### config.mk
export PLATFORM = sky130hd
export DESIGN_NAME = serial_subtractor
export DESIGN_NICKNAME = d
export VERILOG_FILES = /design/src/rtl/serial_subtractor_pkg.sv /design/src/rtl/full_subtractor.sv /design/src/rtl/serial_subtractor.sv
export SDC_FILE = /design/constraint.sdc
export NUM_CORES = 1
export LEC_CHECK = 0
export ABC_AREA = 1
export CAP_MARGIN = 15
export CORE_ASPECT_RATIO = 1.1
export CORE_MARGIN = 2
export CORE_UTILIZATION = 47
export CTS_BUF_LIST = sky130_fd_sc_hd__clkbuf_8
export CTS_CLUSTER_DIAMETER = 80
export DETAILED_ROUTE_END_ITERATION = 10
export GPL_TIMING_DRIVEN = 0
export PLACE_DENSITY = 0.77
export SLEW_MARGIN = 25
export SYNTH_ARGS = -nofsm -noshare
export SYNTH_HDL_FRONTEND = slang
export SYNTH_SLANG_ARGS = --single-unit
### constraint.sdc
create_clock -name clk -period 1.3 [get_ports clk]
set_clock_uncertainty 0.05 [all_clocks]
set_input_delay 0.195 -clock clk [delete_from_list [all_inputs] [get_ports clk]]
set_output_delay 0.195 -clock clk [all_outputs]
set_load 0.01 [all_outputs]
### src/rtl/serial_subtractor_pkg.sv
// Shared arithmetic package: FSM state encoding and width helpers
// for the bit-serial subtractor.
package serial_subtractor_pkg;

  typedef enum logic [1:0] {
    IDLE,
    BUSY,
    DONE
  } sub_state_t;

  localparam int DEF_WIDTH = 4;

  function automatic int cnt_width(input int w);
    return $clog2(w + 1);
  endfunction

endpackage

### src/rtl/full_subtractor.sv
// Single-bit full subtractor: d = a - b - bin, bout on underflow.
// Combinational mirror of full_adder.
module full_subtractor (
  input  logic a,
  input  logic b,
  input  logic bin,
  output logic d,
  output logic bout
);

  assign d    = a ^ b ^ bin;
  assign bout = (~a & b) | (~(a ^ b) & bin);

endmodule

### src/rtl/serial_subtractor.sv
// Bit-serial unsigned subtractor, LSB first, valid/ready on both sides.
// Define SERIAL_SUB_SAT_EN to clamp diff to 0 when a < b.
module serial_subtractor
  import serial_subtractor_pkg::*;
#(
  parameter int WIDTH = DEF_WIDTH
) (
  input  logic             clk,
  input  logic             rst_n,
  input  logic             in_valid,
  output logic             in_ready,
  input  logic [WIDTH-1:0] a,
  input  logic [WIDTH-1:0] b,
  output logic             out_valid,
  input  logic             out_ready,
  output logic [WIDTH-1:0] diff,
  output logic             borrow
);

  localparam int CW = cnt_width(WIDTH);

  sub_state_t       state;
  sub_state_t       state_nx;
  logic [WIDTH-1:0] a_sh;
  logic [WIDTH-1:0] b_sh;
  logic [WIDTH-1:0] d_msb;
  logic [WIDTH-1:0] diff_nx;
  logic [CW-1:0]    cnt;
  logic             d;
  logic             bout;
  logic             accept;
  logic             last;

  // borrow doubles as the serial borrow-in while BUSY
  full_subtractor u_fs (
    .a    (a_sh[0]),
    .b    (b_sh[0]),
    .bin  (borrow),
    .d    (d),
    .bout (bout)
  );

  assign in_ready  = (state == IDLE) & rst_n;
  assign out_valid = (state == DONE);
  assign accept    = in_valid & in_ready;
  assign last      = (state == BUSY) &&
                     (cnt == CW'(WIDTH - 1));

  always_ff @(posedge clk or negedge rst_n) begin
    if (!rst_n) state <= IDLE;
    else        state <= state_nx;
  end

  always_comb begin
    state_nx = state;
    case (state)
      IDLE:    if (accept)    state_nx = BUSY;
      BUSY:    if (last)      state_nx = DONE;
      DONE:    if (out_ready) state_nx = IDLE;
      default:                state_nx = IDLE;
    endcase
  end

  always_comb begin
    d_msb            = '0;
    d_msb[WIDTH-1]   = d;
    diff_nx          = (diff >> 1) | d_msb;
`ifdef SERIAL_SUB_SAT_EN
    if (last && bout) diff_nx = '0;
`endif
  end

  always_ff @(posedge clk or negedge rst_n) begin
    if (!rst_n) begin
      a_sh   <= '0;
      b_sh   <= '0;
      diff   <= '0;
      borrow <= 1'b0;
      cnt    <= '0;
    end else if (accept) begin
      a_sh   <= a;
      b_sh   <= b;
      borrow <= 1'b0;
      cnt    <= '0;
    end else if (state == BUSY) begin
      a_sh   <= a_sh >> 1;
      b_sh   <= b_sh >> 1;
      diff   <= diff_nx;
      borrow <= bout;
      cnt    <= cnt + CW'(1);
    end
  end

endmodule

==> metrics, run 1 <==
crit path cell chain=buf_6 -> nor2_4 -> and2_4 -> buf_6; Synth Cell Area=936 um2; post-synthesis simple-gate area fraction=33.8%; max-slew violations=0; Initial DRC Count=17; Max-cap violations=0; switch share=41.9%; DR vias=938; Row Count=16; DP Cell Count=158; complex-gate fraction of the synthesized area=3.48%; GP Congestion=0.765; FILL cells=126; Tmin final=1370 ps; Post-synth top flop=dfrtp_1; diode count=0; die area=0.00236 mm2; clock insertion delay at the later pin of the skew report=250 ps; xor/xnor share of the synthesized area=0%; Clk pin slew, worst setup/hold paths=60 ps; core area=0.00182 mm2; Crit path top cell by count=buf_6; worst setup path class=reg -> out; Yosys reg bits=18; CTS tree=yes; Synth Area per Inst=8.21 um2; GRT Total Usage=22.4%; Lkg Pwr=0.752 nW; Final WS setup=-74.6 ps; share of power burned in combinational logic=57.3%; most frequent cells in the layout=33 x nand2_1, 17 x dfrtp_1, 13 x buf_6, 11 x inv_1, 11 x nand2_2; VDD IR max=1470 uV; Die W=46.5 um; largest net degree at the start of global routing=19; Slowest cell on crit path=dfrtp_1; failing checks=setup timing; DIE HEIGHT=50.8 um; Mapped Cells=114; CP peak stage delay=400 ps; crit share post-route=106%; Crit Path Max Fanout=3; kind of end point of the critical path=output port; RSZ-0062 raised after global routing=yes; Synth Area in Adders=4.81%; Yosys cell types=22; final setup fails=7; worst-margin pin slew=838 ps; Cell Count, Final, Fillers Out=177; Worst slew margin=44.1%; final hold slack=176 ps; vias in the first global route=872; hpwl dp=1330 um; Hold WC Path Type=in -> async; mux cell area share after synthesis=0%; worst r2r src=state[1]$_DFFE_PN0P_; status=finished with violations; RR Endpoint=a_sh[0]$_DFFE_PN0P_; Highest Clock Rate=727 MHz; Initial Utilization=51.4%; internal power of the cells=1.91 mW; htree depth=1; initial antenna violation count=0; clock buffer count from CTS=3; GRT overflow=0; Worst Reg-to-Reg Cells=7; via/cell ratio=5.30; Synth warnings=0; Switch Pwr=1.37 mW; PortBufs=17; syn_nets=129; Final Hold Fails=0; DRT Wirelength=2760 um; WL per Instance=15.6 um; critical path arrival=1130 ps; CTS root buffer=clkbuf_8; Sink Count=18; Final ANT Viol Nets=0; total area of sequential cells=452 um2; startpoint types=register; DRC=0; Required @ worst endpoint=1050 ps; Max clock buf depth=2; Register-to-Register Setup Slack=-40 ps; Power Density=2310 mW/mm2; combined area of the multi-input logic cells=474 um2; fraction of registers with async set/reset=100%; sequential fraction of the synthesis area=48.1%; Post-synth EDFFs=0; Area Growth Syn to Fin=51.5%; I/O Pins=19; Seq pwr share=30.9%; first drt pass iteration count=4; first-pass GRT wire length=3710 um; commonest non-fill, non-tap cell in the layout=nand2_1; share of layout cells above drive strength 1=35.3%; clock share of power=11.8%; Final nets=167; combinational family with the most area after synthesis=simple AND/OR/NAND/NOR gates
==> power groups by stage <==
stage / sequential [mW] / combinational, mW / clock, mW
6_report: 1.01 / 1.88 / 0.386
3_5_place_dp: 0.998 / 1.23 / 0
3_3_place_gp: 0.981 / 1.19 / 0
4_1_cts: 0.969 / 1.42 / 0.389
2_1_floorplan: 0.994 / 0.818 / 0
5_1_grt: 1.04 / 2.06 / 0.424
==> what timing repair did <==
action                                  4_1_cts  5_1_grt
hold endpoints to repair                     18        0
cloned                                        0        2
resized for setup                            22       35
pin swaps                                     1       13
buffers inserted                             10        3
endpoints found under the setup margin       20       23
hold buffers                                  1        0
==> through the flow <==
stage	instance area, um2	power (mW)	utilization (%)	setup TNS [ps]	worst slack [ps]
2_1_floorplan	936	1.81	-	0	93.1
3_3_place_gp	1140	2.17	62.6	-14090	-1360
3_5_place_dp	1140	2.22	62.6	-15120	-1400
4_1_cts	1270	2.78	69.8	-134	-108
5_1_grt	1420	3.52	77.8	-872	-121
6_report	1420	3.28	77.8	-176	-74.6
==> synth_stat cells (2+ instances only) <==
cell type,count,area (um2)
o21ai_1,3,15.0
buf_6,2,22.5
dfrtp_1,18,450
nand2_1,44,165
o21ai_0,2,10.0
nand4_1,6,37.5
ha_1,2,25.0
nand3_1,11,55.1
inv_1,13,48.8
==> metal layers <==
metal  up-vias  global-route usage, %  routed length (um)  part of all wire [%]
met1       462                   27.6                1040                    38
met3         8                   3.24                 135                   4.9
li1        434                      -                   -                     -
met2        34                   38.0                1530                    55
met5         -                      0                   0                     0
met4         0                   8.57                  60                   2.2
==> sequential cells by signal (all words and copies together) (netlist names) <==
| name | flops |
|---|---|
| state | 2 |
| borrow | 1 |
| diff | 4 |
| a_sh | 4 |
| cnt | 3 |
| b_sh | 4 |
==> layout make-up <==
type / count / area share, %
Timing Repair Buffer: 33 / 22.6
Buffer: 5 / 3.09
Sequential cell: 18 / 31.9
Clock buffer: 3 / 2.91
Inverter: 14 / 3.71
Multi-Input combinational cell: 77 / 33.5
Tap cell: 27 / 2.38
==> logic make-up after synthesis <==
| kind of cell | count (synthesis) |
|---|---|
| simple gates | 68 |
| buf+inv | 19 |
| flops | 18 |
| compound gates | 6 |
| fa+ha+maj | 3 |
==> worst max-delay path, delay by kind of cell, from the launching register on <==
kind                   cells  cell delay (ps)
flip-flops                 1              400
AND/OR/NAND/NOR            2              250
buffers and inverters      2              220
==> how the worst max path moves through the flow <==
stage,startpoint,end,slack (ps),depth (start not counted)
6_report,state[1]$_DFFE_PN0P_,in_ready,-70,4
5_1_grt,state[1]$_DFFE_PN0P_,in_ready,-120,4
4_1_cts,state[1]$_DFFE_PN0P_,in_ready,-110,4
3_5_place_dp,rst_n,in_ready,-1400,4
3_3_place_gp,rst_n,in_ready,-1360,4
2_1_floorplan,state[0]$_DFFE_PN0P_,a_sh[0]$_DFFE_PN0P_,90,5
(Power assumes the default switching activity.)
==> run 2, diff against run 1 <==
Settings changed: RECOVER_POWER from default to 100, SKIP_LAST_GASP from default to 1.
==> run 2 against run 1 <==
The run still ends with setup timing left. Largest power group unchanged. Flip-flop and latch count is the same. Sequential power hardly changed. Final area decreased by 1.2%. Largest cell class unchanged. Non-clock buffer count unchanged. Highest routed layer unchanged. Maximum frequency shrank 2.0%. Count of clock-buffer cells in the layout is the same. Critical path depth grew 4. Cell count did not move.
==> metrics, run 2 (synthesis gave the netlist of run 1 again) <==
status=finished with violations; failing checks=setup timing; internal power of the cells=1.89 mW (-0.66%); DRC=0 (unchanged); Switch Pwr=1.36 mW (-0.72%); diode count=0 (unchanged); Final WS setup=-102 ps (-27.4 ps); VDD IR max=1470 uV (-0.41%); final setup fails=11 (+4); core area=0.00182 mm2 (unchanged); Final ANT Viol Nets=0 (unchanged); via/cell ratio=5.28 (-0.32%); RSZ-0062 raised after global routing=yes; final non-filler cell area=0.00140 mm2 (-1.2%); DRT Wirelength=2770 um (+0.18%); worst setup path class=reg -> reg; switch share=41.9% (about the same); Initial Utilization=51.4% (unchanged); Die W=46.5 um (unchanged); total area of sequential cells=452 um2 (unchanged); clock buffer count from CTS=3 (unchanged); I/O Pins=19 (unchanged); startpoint types=register; first drt pass iteration count=4 (unchanged); clock share of power=11.9% (about the same); WL per Instance=15.6 um (+0.18%); die area=0.00236 mm2 (unchanged); most frequent cells in the layout=33 x nand2_1, 17 x dfrtp_1, 13 x buf_6, 11 x inv_1, 11 x nand2_2; GRT Total Usage=22.3% (-0.072 points); crit share post-route=108% (+2.1 points); Hold WC Path Type=in -> async; Initial DRC Count=19 (+2); worst r2r src=state[1]$_DFFE_PN0P_; RR Endpoint=a_sh[0]$_DFFE_PN0P_; DR vias=935 (-0.32%); share of layout cells above drive strength 1=34.7% (-0.67 points); Critical path buffers and inverters=3 (+1); Area after DPL=0.00114 mm2 (unchanged); Final Hold Fails=0 (unchanged); Clk pin slew, worst setup/hold paths=60 ps (about the same); Sink Count=18 (unchanged); GRT overflow=0 (unchanged); max-slew violations=0 (unchanged); Register-to-Register Setup Slack=-100 ps (-60 ps); CP top delay family=simple AND/OR/NAND/NOR gates; Tmin final=1400 ps (+27.4 ps); Power Density=2330 mW/mm2 (+0.56%); DIE HEIGHT=50.8 um (unchanged); CTS root buffer=clkbuf_8; FILL cells=130 (+3.2%); Crit path top cell by count=nand2_1; htree depth=1 (unchanged); Slowest cell on crit path=dfrtp_1; Seq pwr share=31.2% (+0.3 points); Final nets=167 (unchanged); Power Total=3.26 mW (-0.69%); Max-cap violations=0 (unchanged); Area Growth Syn to Fin=49.6%; Crit Path Max Fanout=5 (+2); hpwl dp=1330 um (unchanged); vias in the first global route=866 (-0.69%); critical path arrival=1540 ps (+410 ps); Worst slew margin=33.3% (-11 points); GP Congestion=0.765 (unchanged); CP peak stage delay=400 ps (about the same); initial antenna violation count=0 (unchanged); CTS tree=yes; combined area of the multi-input logic cells=469 um2 (-1.1%); first-pass GRT wire length=3700 um (-0.38%); share of power burned in combinational logic=57.0% (-0.3 points); crit path cell chain=buf_6 -> buf_4 -> nor2_2 -> buf_6 -> nand2_1 -> nand2_1 -> nand2_1 -> nand2_1; Core Util, Final=76.9% (-0.96 points); PortBufs=17 (unchanged); Highest Clock Rate=713 MHz (-2.0%); top flop regs=a_sh (4), b_sh (4), diff (4); Row Count=16 (unchanged); Lkg Pwr=0.736 nW (-2.2%); Worst Reg-to-Reg Cells=8 (+1); Max clock buf depth=2 (unchanged); clock insertion delay at the later pin of the skew report=250 ps (about the same); largest net degree at the start of global routing=19 (unchanged); commonest non-fill, non-tap cell in the layout=nand2_1; Required @ worst endpoint=1440 ps (+390 ps); kind of end point of the critical path=register; worst-margin pin slew=1000 ps (+162 ps)
==> run 2: cell count changes in the layout (fill, tap and decap cells not counted), sizes merged <==
cell	change
buf	-1
dlymetal6s4s	-1
clkbuf	+2
==> run 2: power groups by stage <==
stage	Sequential [mW]	Clock [mW]	Combinational, mW
2_1_floorplan	0.994	0	0.818
3_3_place_gp	0.981	0	1.19
6_report	1.02	0.386	1.85
3_5_place_dp	0.998	0	1.23
5_1_grt	1.04	0.424	2.04
4_1_cts	0.969	0.389	1.41
==> run 2: timing repair <==
action | CTS | global route
resized for setup | 21 | 36
buffers inserted | 10 | 3
pin swaps | 1 | 13
hold buffers | 1 | 0
cloned | 0 | 2
setup endpoints to repair | 20 | 23
hold endpoints to repair | 18 | 0
==> run 2: how the worst max path moves through the flow <==
stage	startpoint	end	depth (start not counted)
4_1_cts	state[1]$_DFFE_PN0P_	in_ready	4
3_3_place_gp	rst_n	in_ready	4
3_5_place_dp	rst_n	in_ready	4
6_report	state[1]$_DFFE_PN0P_	a_sh[0]$_DFFE_PN0P_	8
5_1_grt	state[1]$_DFFE_PN0P_	a_sh[0]$_DFFE_PN0P_	8
2_1_floorplan	state[0]$_DFFE_PN0P_	a_sh[0]$_DFFE_PN0P_	5
==> run 2: cell type report <==
type / count / area share (%)
clock buffers: 3 / 2.95
inverters: 14 / 3.75
plain buffers: 5 / 3.13
multi-input cells: 77 / 33.5
repair buffers: 33 / 22.0
flip-flops and latches: 18 / 32.3
well taps: 27 / 2.41
==> run 2: layer usage <==
| metal | part of all wire [%] | global-route usage, % | vias up | routed length, um |
|---|---|---|---|---|
| met1 | 38 | 27.3 | 456 | 1040 |
| met3 | 4.7 | 3.24 | 8 | 130 |
| li1 | - | - | 433 | - |
| met4 | 2.1 | 8.57 | 0 | 58 |
| met5 | 0 | 0 | - | 0 |
| met2 | 56 | 38.0 | 38 | 1540 |
==> run 2: per-stage QoR <==
step                      setup slack (ps)  setup TNS, ps  hold slack, ps  std cells
after CTS                             -127           -152             273        172
after detailed placement             -1400         -15120             420        158
after global placement               -1360         -14090             412        158
after global routing                  -147          -1430             281        177
after floorplan                       93.1              0            -151        114
final                                 -102           -526             226        177
==> run 3, diff against run 2 <==
Settings changed: SLEW_MARGIN 25 to 20.
==> results of run 3 <==
The final DEF is identical to that of run 2; final timing and power are the same.
